### src/rtl/video_timing_gen.sv
// Raster timing generator: free-running h/v counters with registered DE/HS/VS/pulse decode.
// Optional TIMING_FRAME_CNT_EN adds a 16-bit frame counter output O_frame_cnt.
module video_timing_gen #(
    parameter int unsigned H_ACTIVE = 1280,
    parameter int unsigned H_FP     = 110,
    parameter int unsigned H_SYNC   = 40,
    parameter int unsigned H_BP     = 220,
    parameter int unsigned V_ACTIVE = 720,
    parameter int unsigned V_FP     = 5,
    parameter int unsigned V_SYNC   = 5,
    parameter int unsigned V_BP     = 20,
    parameter bit          HS_POL   = 1'b1,
    parameter bit          VS_POL   = 1'b1
) (
    input  logic        I_pix_clk,
    input  logic        I_rst_n,
    input  logic        I_ce,
    output logic [11:0] O_h_cnt,
    output logic [11:0] O_v_cnt,
    output logic        O_de,
    output logic        O_hs,
    output logic        O_vs,
    output logic [11:0] O_active_x,
    output logic [11:0] O_active_y,
    output logic        O_line_start,
    output logic        O_frame_start
`ifdef TIMING_FRAME_CNT_EN
    ,
    output logic [15:0] O_frame_cnt
`endif
);

    localparam int unsigned H_TOTAL = H_ACTIVE + H_FP + H_SYNC + H_BP;
    localparam int unsigned V_TOTAL = V_ACTIVE + V_FP + V_SYNC + V_BP;

    generate
        if (H_TOTAL > 4096 || V_TOTAL > 4096 || H_TOTAL == 0 || V_TOTAL == 0) begin : g_bad_total
            $error("video_timing_gen: H_TOTAL and V_TOTAL must be in 1..4096");
        end
    endgenerate

    // Bounds are 13 bits so a sync region ending exactly at 4096 still compares correctly.
    localparam logic [12:0] H_ACT_B    = 13'(H_ACTIVE);
    localparam logic [12:0] H_SYNC_BEG = 13'(H_ACTIVE + H_FP);
    localparam logic [12:0] H_SYNC_END = 13'(H_ACTIVE + H_FP + H_SYNC);
    localparam logic [12:0] V_ACT_B    = 13'(V_ACTIVE);
    localparam logic [12:0] V_SYNC_BEG = 13'(V_ACTIVE + V_FP);
    localparam logic [12:0] V_SYNC_END = 13'(V_ACTIVE + V_FP + V_SYNC);
    localparam logic [11:0] H_LAST     = 12'(H_TOTAL - 1);
    localparam logic [11:0] V_LAST     = 12'(V_TOTAL - 1);
    localparam logic        HS_IDLE    = ~HS_POL;
    localparam logic        VS_IDLE    = ~VS_POL;

    logic [11:0] h_q, h_d, v_q, v_d;
    logic [11:0] h_cnt_q, v_cnt_q, ax_q, ay_q;
    logic [11:0] ax_d, ay_d;
    logic        de_q, hs_q, vs_q, ls_q, fs_q;
    logic        de_d, hs_d, vs_d, ls_d, fs_d;
    logic [12:0] h_ext, v_ext;

    always_comb begin
        h_d = h_q;
        v_d = v_q;
        if (I_ce) begin
            if (h_q == H_LAST) begin
                h_d = '0;
                v_d = (v_q == V_LAST) ? 12'd0 : v_q + 12'd1;
            end else begin
                h_d = h_q + 12'd1;
            end
        end
    end

    assign h_ext = {1'b0, h_q};
    assign v_ext = {1'b0, v_q};

    always_comb begin
        de_d = (h_ext < H_ACT_B) && (v_ext < V_ACT_B);
        hs_d = ((h_ext >= H_SYNC_BEG) && (h_ext < H_SYNC_END)) ? HS_POL : HS_IDLE;
        vs_d = ((v_ext >= V_SYNC_BEG) && (v_ext < V_SYNC_END)) ? VS_POL : VS_IDLE;
        ax_d = de_d ? h_q : 12'd0;
        ay_d = de_d ? v_q : 12'd0;
        ls_d = (h_q == 12'd0);
        fs_d = (h_q == 12'd0) && (v_q == 12'd0);
    end

    always_ff @(posedge I_pix_clk or negedge I_rst_n) begin
        if (!I_rst_n) begin
            h_q     <= '0;
            v_q     <= '0;
            h_cnt_q <= '0;
            v_cnt_q <= '0;
            de_q    <= 1'b0;
            hs_q    <= HS_IDLE;
            vs_q    <= VS_IDLE;
            ax_q    <= '0;
            ay_q    <= '0;
            ls_q    <= 1'b0;
            fs_q    <= 1'b0;
        end else if (I_ce) begin
            h_q     <= h_d;
            v_q     <= v_d;
            h_cnt_q <= h_q;
            v_cnt_q <= v_q;
            de_q    <= de_d;
            hs_q    <= hs_d;
            vs_q    <= vs_d;
            ax_q    <= ax_d;
            ay_q    <= ay_d;
            ls_q    <= ls_d;
            fs_q    <= fs_d;
        end
    end

    assign O_h_cnt       = h_cnt_q;
    assign O_v_cnt       = v_cnt_q;
    assign O_de          = de_q;
    assign O_hs          = hs_q;
    assign O_vs          = vs_q;
    assign O_active_x    = ax_q;
    assign O_active_y    = ay_q;
    assign O_line_start  = ls_q;
    assign O_frame_start = fs_q;

`ifdef TIMING_FRAME_CNT_EN
    logic [15:0] frame_cnt_q, frame_cnt_d;

    // Advances on the same edge that registers O_frame_start=1.
    always_comb begin
        frame_cnt_d = frame_cnt_q;
        if (I_ce && fs_d) begin
            frame_cnt_d = frame_cnt_q + 16'd1;
        end
    end

    always_ff @(posedge I_pix_clk or negedge I_rst_n) begin
        if (!I_rst_n) begin
            frame_cnt_q <= '0;
        end else begin
            frame_cnt_q <= frame_cnt_d;
        end
    end

    assign O_frame_cnt = frame_cnt_q;
`endif

endmodule

### config.mk
export PLATFORM = sky130hd
export DESIGN_NAME = video_timing_gen
export DESIGN_NICKNAME = d
export VERILOG_FILES = /design/src/rtl/video_timing_gen.sv
export SDC_FILE = /design/constraint.sdc
export NUM_CORES = 1
export LEC_CHECK = 0
export ABC_CLOCK_PERIOD_IN_PS = 2800
export BUFFER_PORTS_ARGS = -buffer_cell sky130_fd_sc_hd__clkbuf_2
export CORE_MARGIN = 2
export CORE_UTILIZATION = 60
export CTS_BUF_LIST = sky130_fd_sc_hd__clkbuf_8 sky130_fd_sc_hd__clkbuf_16
export DETAILED_ROUTE_END_ITERATION = 16
export HOLD_SLACK_MARGIN = 0.08
export PLACE_DENSITY = 0.8
export SLEW_MARGIN = 20
export SYNTH_ARGS = -nofsm -noshare
export SYNTH_HDL_FRONTEND = slang
export SYNTH_SLANG_ARGS = --single-unit
### constraint.sdc
create_clock -name I_pix_clk -period 2.8 [get_ports I_pix_clk]
set_input_delay 0.84 -clock I_pix_clk [delete_from_list [all_inputs] [get_ports I_pix_clk]]
set_output_delay 0.84 -clock I_pix_clk [all_outputs]
set_load 0.05 [all_outputs]
**Yosys cells after proc, flatten, opt, wreduce, memory -nomap -nowiden**

Cells that the tools add are included.

- Magnitude comparators: 6
- Equality and inequality tests: 2
- Mux-type cells: 6
- Add/subtract/negate cells: 2
- Reductions and logical operators: 7

Operator list:

| cell | count |
|---|---|
| $mux W12 | 4 |
| $add A12 B1 Y12 const B | 2 |
| $logic_not A12 Y1 | 2 |
| $lt A12 B10 Y1 const B | 2 |
| $lt A12 B11 Y1 const B | 2 |
| $eq A12 B10 Y1 const B | 1 |
| $eq A12 B11 Y1 const B | 1 |
| $ge A12 B10 Y1 const B | 1 |
| $ge A12 B11 Y1 const B | 1 |
| $logic_and A1 B1 Y1 | 4 |
| $mux W1 | 2 |
| $reduce_and A2 Y1 | 1 |

- Output and inout port bits: 53
- Word-level logic and storage cells: 34
- Register bits: 77

**Depth between registers and ports, before layout**

Gate-level depths: netlist of run 1.

- Depth after elaboration: 3
- Mapped depth: 8
- Gate-level depth less buffers: 6

**Worst setup path after synthesis of run 1**

Ideal clock, no wire load.

- Kind: input to register
- Start point: in I_ce
- End point: reg h_cnt_q[10] (netlist: O_h_cnt[10])
- Data arrival time: 1902 ps
- Cell stages on the path: 4
- Setup slack: 773 ps
- Required time: 2675 ps
- Setup time: 125 ps
- Buffers on the path: 3
- Cell sequence: buf_2 > buf_2 > buf_1 > mux2_2

RTL lines:

| element | line | text |
|---|---|---|
| start, declared | 17 | `input logic I_ce,` |
| end signal, assigned | 103 | `h_cnt_q <= h_q;` |
| end, declared | 55 | `logic [11:0] h_cnt_q, v_cnt_q, ax_q, ay_q;` |

No word-level cell between the ends.

**Worst setup path in the final report of run 1**

- Start point: reg h_q[1]
- End point: reg v_q[7]

- Longest elaborated chain between the ends: 2

RTL lines:

| element | line | text |
|---|---|---|
| start, declared | 54 | `logic [11:0] h_q, h_d, v_q, v_d;` |
| start signal, assigned | 89 | `h_q <= '0;` |
| start signal, assigned | 101 | `h_q <= h_d;` |
| $eq A12 B11 Y1 | 65 | `if (h_q == H_LAST) begin` |
| $reduce_and A2 Y1 (no source line) | - |  |
| end signal, assigned | 102 | `v_q <= v_d;` |
| end, declared | 54 |  |

No other way between the ends.
A chain may end at the register's enable or synchronous reset.

==> impl_metrics.py, run 1 <==
metrics = {
    "logic_synthesis": {
        "synth_top_family_by_area": "simple AND/OR/NAND/NOR gates",
        "synth_area_sq_um": 3458,
        "synth_adder_area_share_pct": 2.533,
        "synthMuxAreaShare_pct": 7.489,
        "synth_top_cell_area_share_pct": 55.72,
        "yosys.area_share.simple_pct": 14.80,
        "synth-edff-count": 0,
        "synthCells": 293,
        "synth_seq_cells": 77,
        "synth_seq_area_share_pct": 55.72,
        "synth_area_leader_cell": "dfrtp_1",
        "synth_nets": 303,
        "synth_common_cells": "dfrtp_1 (77), mux2_2 (23), nand2_1 (19), a22o_1 (18), nand3_1 (13)",
        "postSynth.asyncResetShare_pct": 100.0,
        "synthXorXnorAreaFrac_pct": 2.026,
        "ys_warn_count": 0,
        "ys_types": 52,
        "synthTopCellsByArea": "dfrtp_1 (56%), mux2_2 (7.5%), a22o_1 (4.6%)",
        "avgSynthCellArea_sq_um": 11.80,
        "synth_most_common_cell": "dfrtp_1",
        "synth_compound_area_share_pct": 12.37,
        "dominantRegCellSynth": "dfrtp_1",
    },
    "timing": {
        "hold_viol": 0,
        "finClkSkew_ns": 0.008675,
        "tns_ns": 0,
        "relSlewSlack_pct": 55.95,
        "tightest_slew_ns": 0.6607,
        "fmax_mhz": 492.5,
        "timing.hold.ws_ns": 0.4999,
        "setup_violations": 0,
        "period_needed_ns": 2.030,
        "worst_slack_ns": 0.7695,
        "rsz0062_at_grt": "false",
        "min_period_over_period_pct": 72.52,
        "slew_violations": 0,
    },
    "die": {
        "core-area_sq_um": 5540,
        "start_util_pct": 62.42,
        "row_count": 27,
        "fp.dieH_um": 79.92,
        "die_x_um": 79.92,
        "die_area_sq_um": 6387,
        "ios": 56,
    },
    "setup_path": {
        "worstPathRequired_ns": 3.08,
        "cp.arrival_ns": 2.31,
        "worstPathMaxFanout": 7,
        "crit_path_end_kind": "register",
        "worstSetupPathType": "reg2reg",
        "start_kind": "register",
    },
    "cts": {
        "clock_latency_ns": 0.35,
        "post_cts_buffers": 0,
        "hold_buffers": 0,
        "cts_tree": "built",
        "cts_root_buffer": "clkbuf_8",
        "cts-resized-gates": 0,
        "cts_buffer_depth": 2,
        "cts_buffers": 9,
        "cts_num_sinks": 77,
        "clk_pin_slew_ns": 0.08,
        "htree_levels": 3,
    },
    "placement": {
        "dp.cells": 398,
        "place.port_buffers": 55,
        "hpwl_um": 4663,
        "dp_slack_ns": 0.5975,
        "place_congestion": 0.8334,
    },
    "global_route": {
        "grt_usage_pct": 24.27,
        "grt_overflow_total": 0,
        "grt_antenna_before_repair": 0,
        "grt_max_degree": 53,
        "grt_pass1_vias": 2402,
        "grt_first_pass_wirelength_um": 11890,
    },
    "detailed_routing": {
        "wl_per_cell_um": 17.21,
        "drt_first_pass_iters": 4,
        "drtIter0Drc": 245,
        "vias": 2503,
        "ant_nets": 0,
        "wl_um": 7126,
        "routed_via_density": 6.046,
        "drc": 0,
    },
    "cells_and_area": {
        "nNetsFinal": 347,
        "instances_no_fill": 414,
        "fill_cells": 410,
        "area_growth_pct": 15.27,
        "n_antenna_cell": 0,
        "drive_above_1_share_pct": 31.58,
    },
    "pwr": {
        "power.density_nw_per_um2": 777.8,
        "leakagePower_nw": 1.965,
        "ir_drop_v": 0.0004399,
    },
    "hold_path": {
        "worstHoldPathType": "reg2reg",
    },
    "status": {
        "status": "finished clean",
    },
    "run": {
        "drv_cap": 0,
    },
}
==> routing by layer <==
metal  routed length, um  share of wire [%]  track usage, %  vias up
li1                    -                  -               -     1161
met1                3275                 46           35.44     1238
met2                3240                 45           34.33       89
met3                 455                6.4           3.620       15
met4                 155                2.2           14.41        0
met5                   0                  0               0        -
==> worst paths after layout <==
path,startpoint,end,slack (ns),cells past startpoint
max in group asynchronous,I_rst_n,O_v_cnt[11],1.72,2
setup / recovery,h_q[1],v_q[7],0.77,6
setup reg to reg,h_q[1],v_q[7],0.77,6
hold reg to reg,O_de,O_de,0.50,1
min in group asynchronous,I_rst_n,O_active_y[11],0.51,1
hold / removal,O_de,O_de,0.50,1
==> cell type report <==
cell class | instances | area [sq um] | area share (%)
flip-flops and latches | 77 | 1927 | 48.34
multi-input cells | 179 | 1356 | 34.02
repair buffers | 60 | 327.8 | 8.223
clock buffers | 10 | 137.6 | 3.453
clock inverters | 6 | 110.1 | 2.762
well taps | 72 | 90.09 | 2.260
inverters | 10 | 37.54 | 0.9416
==> power by group <==
group | total [mW] | internal (mW) | switching, mW
sequential | 1.40 | 1.24 | 0.165
combinational | 0.681 | 0.201 | 0.480
clock | 1.02 | 0.614 | 0.402
==> layout by cell type, fill, tap and decap left out, types with 2 or more instances in the layout <==
cell        synthesis  routed
a21o_1              4       4
a21oi_1             3       3
a22o_1             18      18
a31oi_1             7       7
a41oi_1             2       2
and3_1              5       5
and4_1              2       2
and4b_1             2       2
buf_4               2       5
bufinv_16           0       3
clkbuf_2            2      54
clkbuf_8            0      10
clkinvlp_4          0       2
dfrtp_1            77      77
ha_1                7       7
inv_1              10      10
mux2_2             23      23
nand2_1            19      19
nand3_1            13      13
nand4_1             9       9
nor2_1              5       5
nor2b_1             4       4
nor3_1              6       6
nor3b_1             3       3
nor4b_1             2       2
o21ai_0             9       9
o22ai_1             2       2
o2bb2ai_1           4       4
or3_1               2       2
xnor2_1             3       3
xor2_1              5       5
==> state kept, by name, summed over array words and instances (netlist names) <==
| signal | cells |
|---|---|
| O_line_start | 1 |
| O_active_y | 12 |
| h_q | 12 |
| O_active_x | 12 |
| O_hs | 1 |
| O_vs | 1 |
| O_frame_start | 1 |
| O_de | 1 |
| O_v_cnt | 12 |
| v_q | 12 |
| O_h_cnt | 12 |
==> worst max-delay path: stages, from the launching register on <==
cell and delay [ns]:
dfrtp_1 0.49, inv_1 0.15, ha_1 0.15, and4b_1 0.32, nand4_4 0.19, or4_1 0.56
nand3_1 0.10
==> kinds of logic (layout without fill, tap and decap cells) <==
logic type                 Yosys count  count (layout)
muxes                               23              23
AOI/OAI and AO/OA                   57              57
and+or+nand+nor                     84              84
DFF                                 77              77
xor gates and xnor gates             8               8
buffers and inverters               37              86
adders and majority gates            7               7
==> per-stage QoR <==
step	total power, mW	utilization, %	instance area, sq um
floorplan	1.945	-	3458
global placement	2.094	67.48	3739
detailed placement	2.107	67.48	3739
CTS	3.111	71.95	3986
global route	3.229	71.95	3986
finish	3.101	71.95	3986
No activity file was read; power rests on OpenSTA's default activity.
==> run 2, diff against run 1 <==
--- a/config.mk
+++ b/config.mk
@@ -5,14 +5,14 @@
 export SDC_FILE = /design/constraint.sdc
 export NUM_CORES = 1
 export LEC_CHECK = 0
-export ABC_CLOCK_PERIOD_IN_PS = 2800
+export ABC_CLOCK_PERIOD_IN_PS = 1700
 export BUFFER_PORTS_ARGS = -buffer_cell sky130_fd_sc_hd__clkbuf_2
 export CORE_MARGIN = 2
-export CORE_UTILIZATION = 60
+export CORE_UTILIZATION = 50
 export CTS_BUF_LIST = sky130_fd_sc_hd__clkbuf_8 sky130_fd_sc_hd__clkbuf_16
 export DETAILED_ROUTE_END_ITERATION = 16
 export HOLD_SLACK_MARGIN = 0.08
-export PLACE_DENSITY = 0.8
+export PLACE_DENSITY = 0.71
 export SLEW_MARGIN = 20
 export SYNTH_ARGS = -nofsm -noshare
 export SYNTH_HDL_FRONTEND = slang
==> constraint.sdc (replaced) <==
create_clock -name I_pix_clk -period 1.7 [get_ports I_pix_clk]
set_input_delay 0.51 -clock I_pix_clk [delete_from_list [all_inputs] [get_ports I_pix_clk]]
set_output_delay 0.51 -clock I_pix_clk [all_outputs]
set_load 0.05 [all_outputs]
==> run 2 against run 1 <==
Effect of this change:
- the run now ends with setup timing left
- total power up 63%
- setup slack worse by 0.78 ns
- die area grew 19%
- clock power increased by 39%
==> impl_metrics.py, run 2 (synthesis results as in run 1) <==
metrics = {
    "status": {
        "status": "complete, but fails checks",
        "violations": "setup timing",
    },
    "cts": {
        "cts_tree": "built",
        "htree_levels": 3,
        "cts_root_buffer": "clkbuf_8",
        "cts_buffers": 9,
        "clock_latency_ns": 0.35,
        "cts_num_sinks": 77,
        "clk_pin_slew_ns": 0.07,
        "cts_buffer_depth": 2,
    },
    "setup_path": {
        "worstSetupPathType": "reg2reg",
        "start_kind": "register",
        "crit_path_end_kind": "register",
        "r2r_end": "v_q[7]",
        "ff2ff_path_depth": 4,
        "cp.arrival_ns": 2.00,
        "worstPathRequired_ns": 1.99,
        "r2r_slack_ns": -0.01,
        "worstPathMaxFanout": 6,
        "r2r-start": "h_q[7]",
    },
    "detailed_routing": {
        "wl_per_cell_um": 16.44,
        "drt_first_pass_iters": 4,
        "vias": 2645,
        "drc": 0,
        "ant_nets": 0,
        "routed_via_density": 5.688,
        "wl_um": 7644,
        "drtIter0Drc": 168,
    },
    "placement": {
        "dp.cells": 445,
        "place.port_buffers": 55,
        "place_congestion": 0.8855,
        "placedInstanceArea_sq_um": 4055,
        "dp_slack_ns": -0.06837,
        "hpwl_um": 5457,
    },
    "timing": {
        "finClkSkew_ns": 0.007722,
        "rsz0062_at_grt": "true",
        "slew_violations": 0,
        "worst_slack_ns": -0.01178,
        "tightest_slew_ns": 0.3660,
        "fmax_mhz": 584.2,
        "period_needed_ns": 1.712,
        "setup_violations": 1,
        "min_period_over_period_pct": 100.7,
        "hold_viol": 0,
        "relSlewSlack_pct": 75.42,
    },
    "hold_path": {
        "whs_endpoint": "O_de",
        "hp-start": "O_de",
        "worstHoldPathType": "reg2reg",
        "holdPathStages": 1,
    },
    "die": {
        "die_area_sq_um": 7598,
        "core-area_sq_um": 6756,
        "ios": 56,
        "fp.dieH_um": 87.17,
        "die_x_um": 87.17,
        "start_util_pct": 51.19,
        "row_count": 30,
    },
    "cells_and_area": {
        "area_growth_pct": 25.90,
        "final_cell_mix": "dfrtp_1 (77), clkbuf_2 (54), buf_4 (45)",
        "instances_no_fill": 465,
        "fin_util_pct": 64.44,
        "n_antenna_cell": 0,
        "drive_above_1_share_pct": 40.26,
        "fill_cells": 552,
        "nNetsFinal": 390,
        "fin_area_sq_um": 4354,
        "final_common_cell": "dfrtp_1",
    },
    "global_route": {
        "grt_first_pass_wirelength_um": 12440,
        "grt_overflow_total": 0,
        "grt_usage_pct": 21.49,
        "grt_pass1_vias": 2523,
        "grt_antenna_before_repair": 0,
        "grt_max_degree": 28,
    },
    "pwr": {
        "leakagePower_nw": 2.182,
        "ir_drop_v": 0.0006358,
        "power.density_nw_per_um2": 1163,
        "fin_total_pwr_mw": 5.064,
    },
    "run": {
        "drv_cap": 0,
    },
}
## run 2: cell types whose count changed in the layout (fill, tap and decap cells not counted), sizes merged
cell	change
dlygate4sd3	+1
clkinvlp	-1
clkbuf	+2
bufinv	-2
inv	+1
buf	+42
## run 2: critical path, stage by stage (launching register included)
cell	delay, ns
dfrtp_1	0.41
nor4_4	0.42
nand4_4	0.21
or4_1	0.54
nand3_1	0.08
## run 2: metrics by stage
| stage | hold slack, ns | TNS (ns) |
|---|---|---|
| after floorplan | 0.2144 | 0 |
| after global placement | 0.4498 | -0.06415 |
| after detailed placement | 0.4562 | -0.7120 |
| after CTS | 0.4911 | -0.004438 |
| after global routing | 0.5205 | -0.1285 |
| final | 0.4854 | -0.01178 |
## run 2: metal layers
metal / vias up / global-route usage (%) / wire length [um]
li1: 1244 / - / -
met1: 1313 / 31.15 / 3651
met2: 79 / 30.88 / 3460
met3: 9 / 4.171 / 384
met4: 0 / 10.77 / 148
met5: - / 0 / 0
## run 2: timing repair
action / in CTS / in global routing
setup endpoints to repair: 25 / 21
pin swaps: 1 / 1
hold endpoints to repair: 11 / 0
setup buffers: 1 / 2
gates resized for setup: 3 / 8
hold buffers: 1 / 0
## run 2: worst max path at each step
stage / from / endpoint / slack [ns] / cells after the start
floorplan: I_ce / O_h_cnt[10] / 0.003 / 4
finish: h_q[7] / v_q[7] / -0.01 / 4
global placement: I_ce / v_q[4] / -0.03 / 6
CTS: h_q[1] / v_q[7] / -0.004 / 6
global route: h_q[2] / v_q[7] / -0.06 / 4
detailed placement: h_q[1] / v_q[0] / -0.07 / 7
## run 2: layout make-up
class / instances / area [sq um] / share of cell area, %
clock buffers: 12 / 165.2 / 3.793
clock inverters: 4 / 46.29 / 1.063
repair buffers: 103 / 678.2 / 15.57
inverters: 10 / 37.54 / 0.8621
well taps: 80 / 100.1 / 2.299
flip-flops and latches: 77 / 1927 / 44.25
multi-input cells: 179 / 1400 / 32.16
## run 2: power breakdown
part	leakage, nW	internal, mW	switching, mW
clock network	0.110	0.791	0.633
logic	1.09	0.482	0.993
registers	0.981	2.04	0.123
==> run 3, diff against run 2 <==
--- a/config.mk
+++ b/config.mk
@@ -7,7 +7,7 @@
 export LEC_CHECK = 0
 export ABC_CLOCK_PERIOD_IN_PS = 1700
 export BUFFER_PORTS_ARGS = -buffer_cell sky130_fd_sc_hd__clkbuf_2
-export CORE_MARGIN = 2
+export CORE_MARGIN = 10
 export CORE_UTILIZATION = 50
 export CTS_BUF_LIST = sky130_fd_sc_hd__clkbuf_8 sky130_fd_sc_hd__clkbuf_16
 export DETAILED_ROUTE_END_ITERATION = 16
==> run 3 against run 2 <==
Effect of this change:
- the flow now finishes without violations
- clock-buffer cell count down 1
- total power down 3.0%
- critical path depth unchanged
- non-clock buffer count up 4
- largest power group unchanged
- highest routed layer unchanged
==> impl_metrics.py, run 3 (synthesis results as in run 1) <==
metrics = {
    "setup_path": {
        "cp.arrival_ns": 1.95,
        "cpMaxStageDelayCell": "or4_1",
        "cp_cell_sequence": "nor4_4 > nand4_4 > or4_1 > nand3_1",
        "r2r_slack_ns": 0.04,
        "start_kind": "register",
        "slowest_delay_ns": 0.50,
        "worstPathRequired_ns": 1.99,
        "worstPathMaxFanout": 6,
        "crit_path_end_kind": "register",
        "worstSetupPathType": "reg2reg",
    },
    "detailed_routing": {
        "wl_per_cell_um": 17.51,
        "drc": 0,
        "drtIter0Drc": 198,
        "vias": 2612,
        "wl_um": 8212,
        "drt_first_pass_iters": 4,
        "ant_nets": 0,
        "routed_via_density": 5.569,
    },
    "cells_and_area": {
        "fin_area_sq_um": 4327,
        "n_antenna_cell": 0,
        "final_common_cell": "dfrtp_1",
        "drive_above_1_share_pct": 40.10,
        "instances_no_fill": 469,
        "area_growth_pct": 25.11,
        "nNetsFinal": 394,
        "fill_cells": 532,
        "final_cell_mix": "dfrtp_1 (77), clkbuf_2 (54), buf_4 (49)",
    },
    "placement": {
        "place_congestion": 0.9068,
        "hpwl_um": 5965,
        "place.port_buffers": 55,
        "placedInstanceArea_sq_um": 4055,
        "dp_slack_ns": -0.09447,
        "dp.cells": 445,
    },
    "pwr": {
        "power.density_nw_per_um2": 1135,
        "ir_drop_v": 0.0004657,
        "leakagePower_nw": 2.179,
        "fin_total_pwr_mw": 4.909,
    },
    "die": {
        "fp.dieH_um": 103.2,
        "row_count": 30,
        "die_x_um": 103.2,
        "ios": 56,
        "core-area_sq_um": 6756,
        "die_area_sq_um": 10640,
        "start_util_pct": 51.19,
    },
    "cts": {
        "cts_buffer_depth": 2,
        "htree_levels": 3,
        "cts_buffers": 9,
        "clock_latency_ns": 0.35,
        "cts_root_buffer": "clkbuf_8",
        "clk_pin_slew_ns": 0.08,
        "cts_tree": "built",
        "cts_num_sinks": 77,
    },
    "global_route": {
        "grt_usage_pct": 16.33,
        "grt_antenna_before_repair": 0,
        "grt_pass1_vias": 2587,
        "grt_overflow_total": 0,
        "grt_max_degree": 29,
        "grt_first_pass_wirelength_um": 13320,
    },
    "timing": {
        "hold_viol": 0,
        "setup_violations": 0,
        "rsz0062_at_grt": "true",
        "finClkSkew_ns": 0.008937,
        "period_needed_ns": 1.664,
        "relSlewSlack_pct": 72.83,
        "fmax_mhz": 600.8,
        "min_period_over_period_pct": 97.91,
        "tightest_slew_ns": 0.4065,
        "slew_violations": 0,
        "worst_slack_ns": 0.03553,
    },
    "run": {
        "drv_cap": 0,
    },
    "status": {
        "status": "finished clean",
    },
    "hold_path": {
        "worstHoldPathType": "reg2reg",
    },
}
## run 3: final cells by class
cell class,instances,area (sq um),area share (%)
clock buffers,11,151.4,3.499
clock inverters,5,27.53,0.6362
inverters,10,37.54,0.8676
multi-input cells,179,1384,31.98
flip-flops and latches,77,1927,44.53
well taps,80,100.1,2.313
repair buffers,107,699.4,16.17
## run 3: worst paths after layout
check,from,to,cells past startpoint
worst max-delay path,h_q[2],v_q[7],4
worst min-delay path,O_de,O_de,1
worst max register to register,h_q[2],v_q[7],4
worst min register to register,O_de,O_de,1
max in group asynchronous,I_rst_n,h_q[6],3
min in group asynchronous,I_rst_n,O_v_cnt[2],2
## run 3: worst max-delay path, delay by kind of cell (launching register included)
family           cells  cell delay, ns
DFF                  1            0.42
and+or+nand+nor      4            1.19
## run 3: through the flow
step / TNS [ns] / util [%] / hold slack [ns]
after floorplan: 0 / - / 0.2144
after global placement: -0.5038 / 60.02 / 0.4259
after detailed placement: -1.387 / 60.02 / 0.4360
after CTS: 0 / 63.24 / 0.4939
after global routing: -0.2489 / 64.04 / 0.5096
final: 0 / 64.04 / 0.4884
## run 3: timing repair
item / CTS / global route
endpoints found under the setup margin: 22 / 12
hold buffers: 1 / 0
cloned: 0 / 0
setup buffers: 3 / 4
hold endpoints to repair: 21 / 0
gates resized for setup: 2 / 6
pin swaps: 2 / 4
## run 3: power breakdown
group	switching [mW]	internal, mW	total [mW]
registers	0.125	2.04	2.17
clock network	0.648	0.597	1.24
logic	1.00	0.493	1.50
total	1.78	3.13	4.91
## run 3: routing by layer
metal	share of wire, %	track usage [%]	up-vias
li1	-	-	1252
met1	46	22.06	1271
met2	46	23.60	77
met3	6.5	4.290	12
met4	1.9	8.342	0
met5	0	0	-
